**src/rtl/mod_add_seq_if.sv**
```systemverilog
// Operand/result handshake bundle for mod_add_seq.
// The in_op signal exists only when MOD_ADD_SEQ_SUB_EN is defined.
interface mod_add_seq_if #(
    parameter int DATA_WIDTH = 64
);
    logic                  in_valid;
    logic                  in_ready;
    logic [DATA_WIDTH-1:0] in_a;
    logic [DATA_WIDTH-1:0] in_b;
`ifdef MOD_ADD_SEQ_SUB_EN
    logic                  in_op;
`endif
    logic                  out_valid;
    logic                  out_ready;
    logic [DATA_WIDTH-1:0] out_data;

    modport master (
`ifdef MOD_ADD_SEQ_SUB_EN
        output in_op,
`endif
        output in_valid, in_a, in_b, out_ready,
        input  in_ready, out_valid, out_data
    );

    modport slave (
`ifdef MOD_ADD_SEQ_SUB_EN
        input  in_op,
`endif
        input  in_valid, in_a, in_b, out_ready,
        output in_ready, out_valid, out_data
    );
endinterface

```
**src/rtl/mod_add_seq.sv**
```systemverilog
// Chunk-serial modular adder: one CHUNK-bit slice per cycle, returns (a+b) mod MODULUS.
// Optional subtract mode ((a-b) mod MODULUS) is built only with MOD_ADD_SEQ_SUB_EN.
module mod_add_seq #(
    parameter int                    DATA_WIDTH = 64,
    parameter int                    CHUNK      = 16,
    parameter logic [DATA_WIDTH-1:0] MODULUS    = 64'hFFFFFFFF00000001
) (
    input logic         clk,
    input logic         rst,
    mod_add_seq_if.slave bus
);
    localparam int N  = DATA_WIDTH / CHUNK;
    localparam int KW = (N > 1) ? $clog2(N) : 1;

    typedef enum logic [1:0] {IDLE, RUN, DONE} state_t;

    state_t                state_q, state_d;
    logic [KW-1:0]         k_q;
    logic [DATA_WIDTH-1:0] a_q, b_q, p_q, s_q, d_q;
    logic                  c_q, w_q, sel_q;
`ifdef MOD_ADD_SEQ_SUB_EN
    logic                  op_q;
`endif

    logic [CHUNK:0]   s_ext, d_ext;
    logic             c_nx, w_nx, sel_nx, last;

    // Operand and modulus registers shift right, so the active chunk is always the low slice.
    always_comb begin
        s_ext = {1'b0, a_q[CHUNK-1:0]} + {1'b0, b_q[CHUNK-1:0]} + {{CHUNK{1'b0}}, c_q};
        d_ext = {1'b0, s_ext[CHUNK-1:0]} - {1'b0, p_q[CHUNK-1:0]} - {{CHUNK{1'b0}}, w_q};
`ifdef MOD_ADD_SEQ_SUB_EN
        if (op_q) begin
            s_ext = {1'b0, a_q[CHUNK-1:0]} - {1'b0, b_q[CHUNK-1:0]} - {{CHUNK{1'b0}}, c_q};
            d_ext = {1'b0, s_ext[CHUNK-1:0]} + {1'b0, p_q[CHUNK-1:0]} + {{CHUNK{1'b0}}, w_q};
        end
`endif
        c_nx   = s_ext[CHUNK];
        w_nx   = d_ext[CHUNK];
        sel_nx = c_nx | ~w_nx;
`ifdef MOD_ADD_SEQ_SUB_EN
        if (op_q) sel_nx = c_nx;
`endif
    end

    assign last = (k_q == KW'(N - 1));

    always_ff @(posedge clk or posedge rst) begin
        if (rst) state_q <= IDLE;
        else     state_q <= state_d;
    end

    always_comb begin
        state_d = state_q;
        case (state_q)
            IDLE:    if (bus.in_valid) state_d = RUN;
            RUN:     if (last)          state_d = DONE;
            DONE:    if (bus.out_ready) state_d = IDLE;
            default: state_d = IDLE;
        endcase
    end

    always_ff @(posedge clk or posedge rst) begin
        if (rst) begin
            k_q   <= '0;
            a_q   <= '0;
            b_q   <= '0;
            p_q   <= '0;
            s_q   <= '0;
            d_q   <= '0;
            c_q   <= 1'b0;
            w_q   <= 1'b0;
            sel_q <= 1'b0;
`ifdef MOD_ADD_SEQ_SUB_EN
            op_q  <= 1'b0;
`endif
        end else begin
            case (state_q)
                IDLE: if (bus.in_valid) begin
                    a_q  <= bus.in_a;
                    b_q  <= bus.in_b;
                    p_q  <= MODULUS;
                    c_q  <= 1'b0;
                    w_q  <= 1'b0;
                    k_q  <= '0;
`ifdef MOD_ADD_SEQ_SUB_EN
                    op_q <= bus.in_op;
`endif
                end
                RUN: begin
                    a_q <= a_q >> CHUNK;
                    b_q <= b_q >> CHUNK;
                    p_q <= p_q >> CHUNK;
                    s_q[k_q*CHUNK +: CHUNK] <= s_ext[CHUNK-1:0];
                    d_q[k_q*CHUNK +: CHUNK] <= d_ext[CHUNK-1:0];
                    c_q <= c_nx;
                    w_q <= w_nx;
                    k_q <= k_q + 1'b1;
                    if (last) sel_q <= sel_nx;
                end
                default: ;
            endcase
        end
    end

    assign bus.in_ready  = (state_q == IDLE);
    assign bus.out_valid = (state_q == DONE);
    // Mux of registered S/D only; nothing from the input ports reaches the outputs.
    assign bus.out_data  = sel_q ? d_q : s_q;
endmodule
```
**src/flat_wrapper.sv**
```systemverilog
// flat-port wrapper written by rule: the top's interface ports become plain ports
module mod_add_seq_flat 
#(
    parameter int                    DATA_WIDTH = 64,
    parameter int                    CHUNK      = 16,
    parameter logic [DATA_WIDTH-1:0] MODULUS    = 64'hFFFFFFFF00000001
)
  (clk, rst, bus_in_valid, bus_in_a, bus_in_b, bus_out_ready, bus_in_ready, bus_out_valid, bus_out_data);
  mod_add_seq_if #(.DATA_WIDTH(DATA_WIDTH)) bus_i ();
  input logic clk;
  input logic rst;
  input wire logic [$bits(bus_i.in_valid)-1:0] bus_in_valid;
  input wire logic [$bits(bus_i.in_a)-1:0] bus_in_a;
  input wire logic [$bits(bus_i.in_b)-1:0] bus_in_b;
  input wire logic [$bits(bus_i.out_ready)-1:0] bus_out_ready;
  output wire logic [$bits(bus_i.in_ready)-1:0] bus_in_ready;
  output wire logic [$bits(bus_i.out_valid)-1:0] bus_out_valid;
  output wire logic [$bits(bus_i.out_data)-1:0] bus_out_data;
  assign bus_i.in_valid = bus_in_valid;
  assign bus_i.in_a = bus_in_a;
  assign bus_i.in_b = bus_in_b;
  assign bus_i.out_ready = bus_out_ready;
  assign bus_in_ready = bus_i.in_ready;
  assign bus_out_valid = bus_i.out_valid;
  assign bus_out_data = bus_i.out_data;
  mod_add_seq #(.DATA_WIDTH(DATA_WIDTH), .CHUNK(CHUNK), .MODULUS(MODULUS)) u_core (.clk(clk), .rst(rst), .bus(bus_i));
endmodule
```
**config.mk**
```make
export PLATFORM = sky130hd
export DESIGN_NAME = mod_add_seq_flat
export DESIGN_NICKNAME = d
export VERILOG_FILES = /design/src/rtl/mod_add_seq_if.sv /design/src/rtl/mod_add_seq.sv /design/src/flat_wrapper.sv
export SDC_FILE = /design/constraint.sdc
export NUM_CORES = 1
export LEC_CHECK = 0
export BUFFER_PORTS_ARGS = -buffer_cell sky130_fd_sc_hd__buf_2
export CAP_MARGIN = 20
export CORE_MARGIN = 5
export CORE_UTILIZATION = 45
export DETAILED_ROUTE_END_ITERATION = 16
export PLACE_DENSITY = 0.65
export SLEW_MARGIN = 20
export SYNTH_ARGS = -nofsm -noshare
export SYNTH_HDL_FRONTEND = slang
export SYNTH_SLANG_ARGS = --single-unit
```
**constraint.sdc**
```tcl
create_clock -name clk -period 12.8 [get_ports clk]
set_input_delay 1.92 -clock clk [delete_from_list [all_inputs] [get_ports clk]]
set_output_delay 1.92 -clock clk [all_outputs]
set_load 0.005 [all_outputs]
```
==> impl_metrics.xml <==
<?xml version="1.0" encoding="UTF-8"?>
<metrics>
  <group name="clock_network">
    <metric name="post-cts-setup-buffers" unit="">0</metric>
    <metric name="cts.clk_slew.worst_paths" unit="ps">60</metric>
    <metric name="clock-sinks" unit="">268</metric>
    <metric name="cts_max_level" unit="">1</metric>
    <metric name="cts_hold_repair.buffers" unit="">0</metric>
    <metric name="worst_skew_pair.late_latency" unit="ps">550</metric>
    <metric name="clock-root-buffer" unit="">clkbuf_16</metric>
    <metric name="cts_tree" unit="">built</metric>
    <metric name="cts_buffers" unit="">30</metric>
    <metric name="clk_path_buf_depth" unit="">3</metric>
    <metric name="cts-resized-gates" unit="">0</metric>
  </group>
  <group name="sta">
    <metric name="maxClockFrequency" unit="GHz">0.2186</metric>
    <metric name="tns" unit="ps">0</metric>
    <metric name="rsz0062_at_grt" unit="">false</metric>
    <metric name="timing.slew.headroom" unit="">0.3648</metric>
    <metric name="final_hold_viol_count" unit="">0</metric>
    <metric name="worst_hold_slack" unit="ps">475.2</metric>
    <metric name="timing.final.crit_period" unit="ps">4576</metric>
    <metric name="fin_ws" unit="ps">8224</metric>
    <metric name="finalCritPeriodShare" unit="">0.3575</metric>
    <metric name="worst_slew_pin_slew" unit="ps">952.8</metric>
    <metric name="setup-violations-final" unit="">0</metric>
    <metric name="maxSlewViolCount" unit="">0</metric>
    <metric name="finClkSkew" unit="ps">6.646</metric>
  </group>
  <group name="setup_path">
    <metric name="cp.required" unit="ps">13210</metric>
    <metric name="start_kind" unit="">flop</metric>
    <metric name="timing.rr.start" unit="">u_core.c_q</metric>
    <metric name="worstSetupPathType" unit="">reg2reg</metric>
    <metric name="slowest_delay" unit="ps">470</metric>
    <metric name="critical_path_peak_fanout" unit="">5</metric>
    <metric name="critical_path.endpoint_type" unit="">flop</metric>
    <metric name="cell_chain_critical_path" unit="">fa_1 &gt; inv_1 &gt; fa_1 &gt; nor2b_1 &gt; o21ai_0 &gt; nand2b_1 &gt; a21oi_1 &gt; o21ai_0 &gt; xnor2_1 &gt; ha_1 &gt; inv_1 &gt; ha_1 &gt; nand2_1 &gt; a211o_1 &gt; a31o_1 &gt; a21oi_2 &gt; mux2i_1 &gt; a2111oi_4 &gt; o21ai_1</metric>
    <metric name="rr_worst_depth" unit="">19</metric>
    <metric name="timing.critical_path.arrival" unit="ps">4990</metric>
    <metric name="r2r_end" unit="">u_core.d_q[63]</metric>
    <metric name="timing.critical_path.slowest_stage_cell" unit="">a2111oi_4</metric>
    <metric name="setup_slack_on_the_worst_flop_to_flop_path" unit="ps">8220</metric>
  </group>
  <group name="placement">
    <metric name="dp_hpwl" unit="µm">24160</metric>
    <metric name="io_buffer_count" unit="">197</metric>
    <metric name="dp_slack" unit="ps">8131</metric>
    <metric name="gpl.final_weighted_congestion" unit="">0.8275</metric>
  </group>
  <group name="synth">
    <metric name="ranking_of_synthesized_cells_by_area" unit="">dfrtp_1, a22o_1, o21ai_0, mux2_2, ha_1</metric>
    <metric name="synth-main-ff-cell" unit="">dfrtp_1</metric>
    <metric name="synth.ff_latch_count" unit="">268</metric>
    <metric name="synth_area_per_cell" unit="µm²">10.17</metric>
    <metric name="synth_largest_type_area_fraction" unit="">0.4970</metric>
    <metric name="yosys.area_share.simple" unit="">0.1107</metric>
    <metric name="yosys.area.top_type" unit="">dfrtp_1</metric>
    <metric name="synth.lib_cells_used.distinct" unit="">53</metric>
    <metric name="syn_area" unit="mm²">0.01349</metric>
    <metric name="synthAdderAreaFrac" unit="">0.05137</metric>
    <metric name="synth_mux_area_frac" unit="">0.05415</metric>
    <metric name="syn_inst" unit="">1327</metric>
    <metric name="synth-edff-count" unit="">0</metric>
    <metric name="synth_fp_nets" unit="">1512</metric>
    <metric name="ys_async_sr_fraction" unit="">1.000</metric>
    <metric name="synth-compound-area-share" unit="">0.2279</metric>
    <metric name="yosysWarnings" unit="">0</metric>
    <metric name="yosysSeqAreaShare" unit="">0.4970</metric>
    <metric name="largest_family_of_logic_cells_by_synthesized_area" unit="">compound AO/OA/AOI/OAI gates</metric>
    <metric name="yosys.area_share.xor_xnor" unit="">0.01808</metric>
  </group>
  <group name="floorplanning">
    <metric name="die-area" unit="mm²">0.03355</metric>
    <metric name="top_level_ports" unit="">198</metric>
    <metric name="placement_rows" unit="">63</metric>
    <metric name="floorplan.die.height" unit="µm">183.2</metric>
    <metric name="core" unit="mm²">0.02964</metric>
    <metric name="initial_core_utilization" unit="">0.4553</metric>
    <metric name="die-width" unit="µm">183.2</metric>
  </group>
  <group name="final_layout">
    <metric name="nets" unit="">1664</metric>
    <metric name="layout_commonest_cell" unit="">dfrtp_1</metric>
    <metric name="final_util" unit="">0.5340</metric>
    <metric name="flow.area_growth_from_synthesis" unit="%">17.30</metric>
    <metric name="mostFrequentLayoutCells" unit="">dfrtp_1, buf_2, o21ai_0, nand2_1, a21oi_1</metric>
    <metric name="drive_gt1_frac" unit="">0.2282</metric>
  </group>
  <group name="global_route">
    <metric name="antenna_found_initial" unit="">6</metric>
    <metric name="grt_util_all_layers" unit="">0.2129</metric>
    <metric name="grt_pass1_wl" unit="µm">58550</metric>
    <metric name="maximum_number_of_pins_on_one_net_before_global_route_repair" unit="">124</metric>
    <metric name="grt_overflow_total" unit="">0</metric>
    <metric name="first_global_vias" unit="">10460</metric>
  </group>
  <group name="route">
    <metric name="routed_wirelength" unit="µm">36220</metric>
    <metric name="detailedRoute.firstIterationViolations" unit="">703</metric>
    <metric name="detail_route.vias_per_cell" unit="">5.558</metric>
    <metric name="firstDrtPassIters" unit="">5</metric>
    <metric name="via_count" unit="">10510</metric>
    <metric name="drt_drc_violations_left" unit="">0</metric>
    <metric name="antenna_violating_nets_post_route" unit="">0</metric>
    <metric name="route.detailed.wl_per_inst" unit="µm">19.15</metric>
  </group>
  <group name="pwr">
    <metric name="design_power_total" unit="mW">5.034</metric>
    <metric name="p_per_area" unit="mW/mm²">318.1</metric>
    <metric name="ir_worst_vdd" unit="V">0.0001692</metric>
    <metric name="total_leakage_power" unit="nW">7.776</metric>
  </group>
  <group name="worst_hold_path">
    <metric name="hold_path_depth" unit="">2</metric>
    <metric name="hold_path_startpoint" unit="">u_core.d_q[2]</metric>
    <metric name="worstHoldPathType" unit="">reg2reg</metric>
    <metric name="min_to" unit="">u_core.d_q[2]</metric>
  </group>
  <group name="flow_run">
    <metric name="max-cap-violations" unit="">0</metric>
  </group>
  <group name="status">
    <metric name="status" unit="">completed</metric>
  </group>
</metrics>
## layout make-up
class,count,area (µm²)
Clock buffer,43,890.9
Timing Repair Buffer,213,1110
Fill cell,2685,13810
Antenna cell,2,5.005
Inverter,52,202.7
Sequential cell,268,6715
Multi-Input combinational cell,914,6265
Clock inverter,9,151.4
Tap cell,390,488.0
## state kept, by name, summed over array words and instances (netlist names), 2 cells and up
| register | count |
|---|---|
| u_core.b_q | 64 |
| u_core.state_q | 2 |
| u_core.a_q | 64 |
| u_core.d_q | 64 |
| u_core.s_q | 64 |
| u_core.k_q | 2 |
| u_core.p_q | 5 |
## cell usage after synthesis, types with 2 or more instances
| master | instances |
|---|---|
| a22oi_1 | 52 |
| mux2_2 | 64 |
| o21a_1 | 3 |
| xnor2_1 | 14 |
| o22ai_1 | 3 |
| a211o_1 | 2 |
| o31ai_1 | 2 |
| inv_1 | 52 |
| a31o_1 | 2 |
| nor3_1 | 5 |
| dfrtp_1 | 268 |
| a311oi_1 | 2 |
| ha_1 | 49 |
| nand2b_1 | 5 |
| and3b_1 | 44 |
| buf_1 | 5 |
| clkbuf_1 | 86 |
| nor2b_1 | 57 |
| nand2_1 | 139 |
| or3_1 | 2 |
| o21ai_1 | 30 |
| a31oi_1 | 4 |
| a21o_1 | 6 |
| a211oi_1 | 3 |
| a22o_1 | 99 |
| nor2_1 | 19 |
| nand4_1 | 5 |
| o21ai_0 | 145 |
| o21bai_1 | 3 |
| a21oi_1 | 119 |
| fa_1 | 4 |
| xor2_1 | 12 |
| o22a_1 | 2 |
## logic make-up after synthesis
group | count (synthesis)
AO/OA/AOI/OAI | 485
AND/OR/NAND/NOR | 284
flip-flops | 268
buffers and inverters | 145
multiplexers | 65
adder cells (fa/ha/maj) | 53
XOR/XNOR | 27
## worst max-delay path: cells and delay by family, from the launching register on
| kind | cells | cell delay (ps) |
|---|---|---|
| fa+ha+maj | 4 | 1170 |
| buf+inv | 2 | 140 |
| flops | 1 | 400 |
| xor+xnor | 1 | 410 |
| simple gates | 3 | 260 |
| compound gates | 8 | 1960 |
| mux | 1 | 120 |
## routing by layer
layer | global-route usage | wire [µm] | up-vias
li1 | - | - | 5075
met1 | 0.3194 | 17010 | 5043
met2 | 0.3119 | 15730 | 305
met3 | 0.04205 | 2211 | 77
met4 | 0.06734 | 1216 | 10
met5 | 0 | 54 | -
## worst max-delay path by stage
| stage | from | to | cells past startpoint |
|---|---|---|---|
| 2_1_floorplan | rst | u_core.a_q[0] | 1 |
| 3_3_place_gp | rst | u_core.sel_q | 4 |
| 5_1_grt | u_core.c_q | u_core.d_q[47] | 19 |
| 6_report | u_core.c_q | u_core.d_q[63] | 19 |
| 3_5_place_dp | rst | u_core.sel_q | 4 |
| 4_1_cts | u_core.c_q | u_core.d_q[47] | 19 |
## stage by stage
stage          std cells  cell area (µm²)
6_report            1891            15830
5_1_grt             1890            15830
4_1_cts             1889            15820
3_5_place_dp        1837            14780
3_3_place_gp        1837            14780
2_1_floorplan       1327            13490
## report_power, final
part / total, mW / switching (mW) / internal, mW
registers: 1.40 / 0.248 / 1.15
clock network: 0.904 / 0.345 / 0.559
logic: 2.73 / 1.73 / 1.00
total: 5.03 / 2.32 / 2.71
Note: power is estimated with default switching activity, not from simulation.
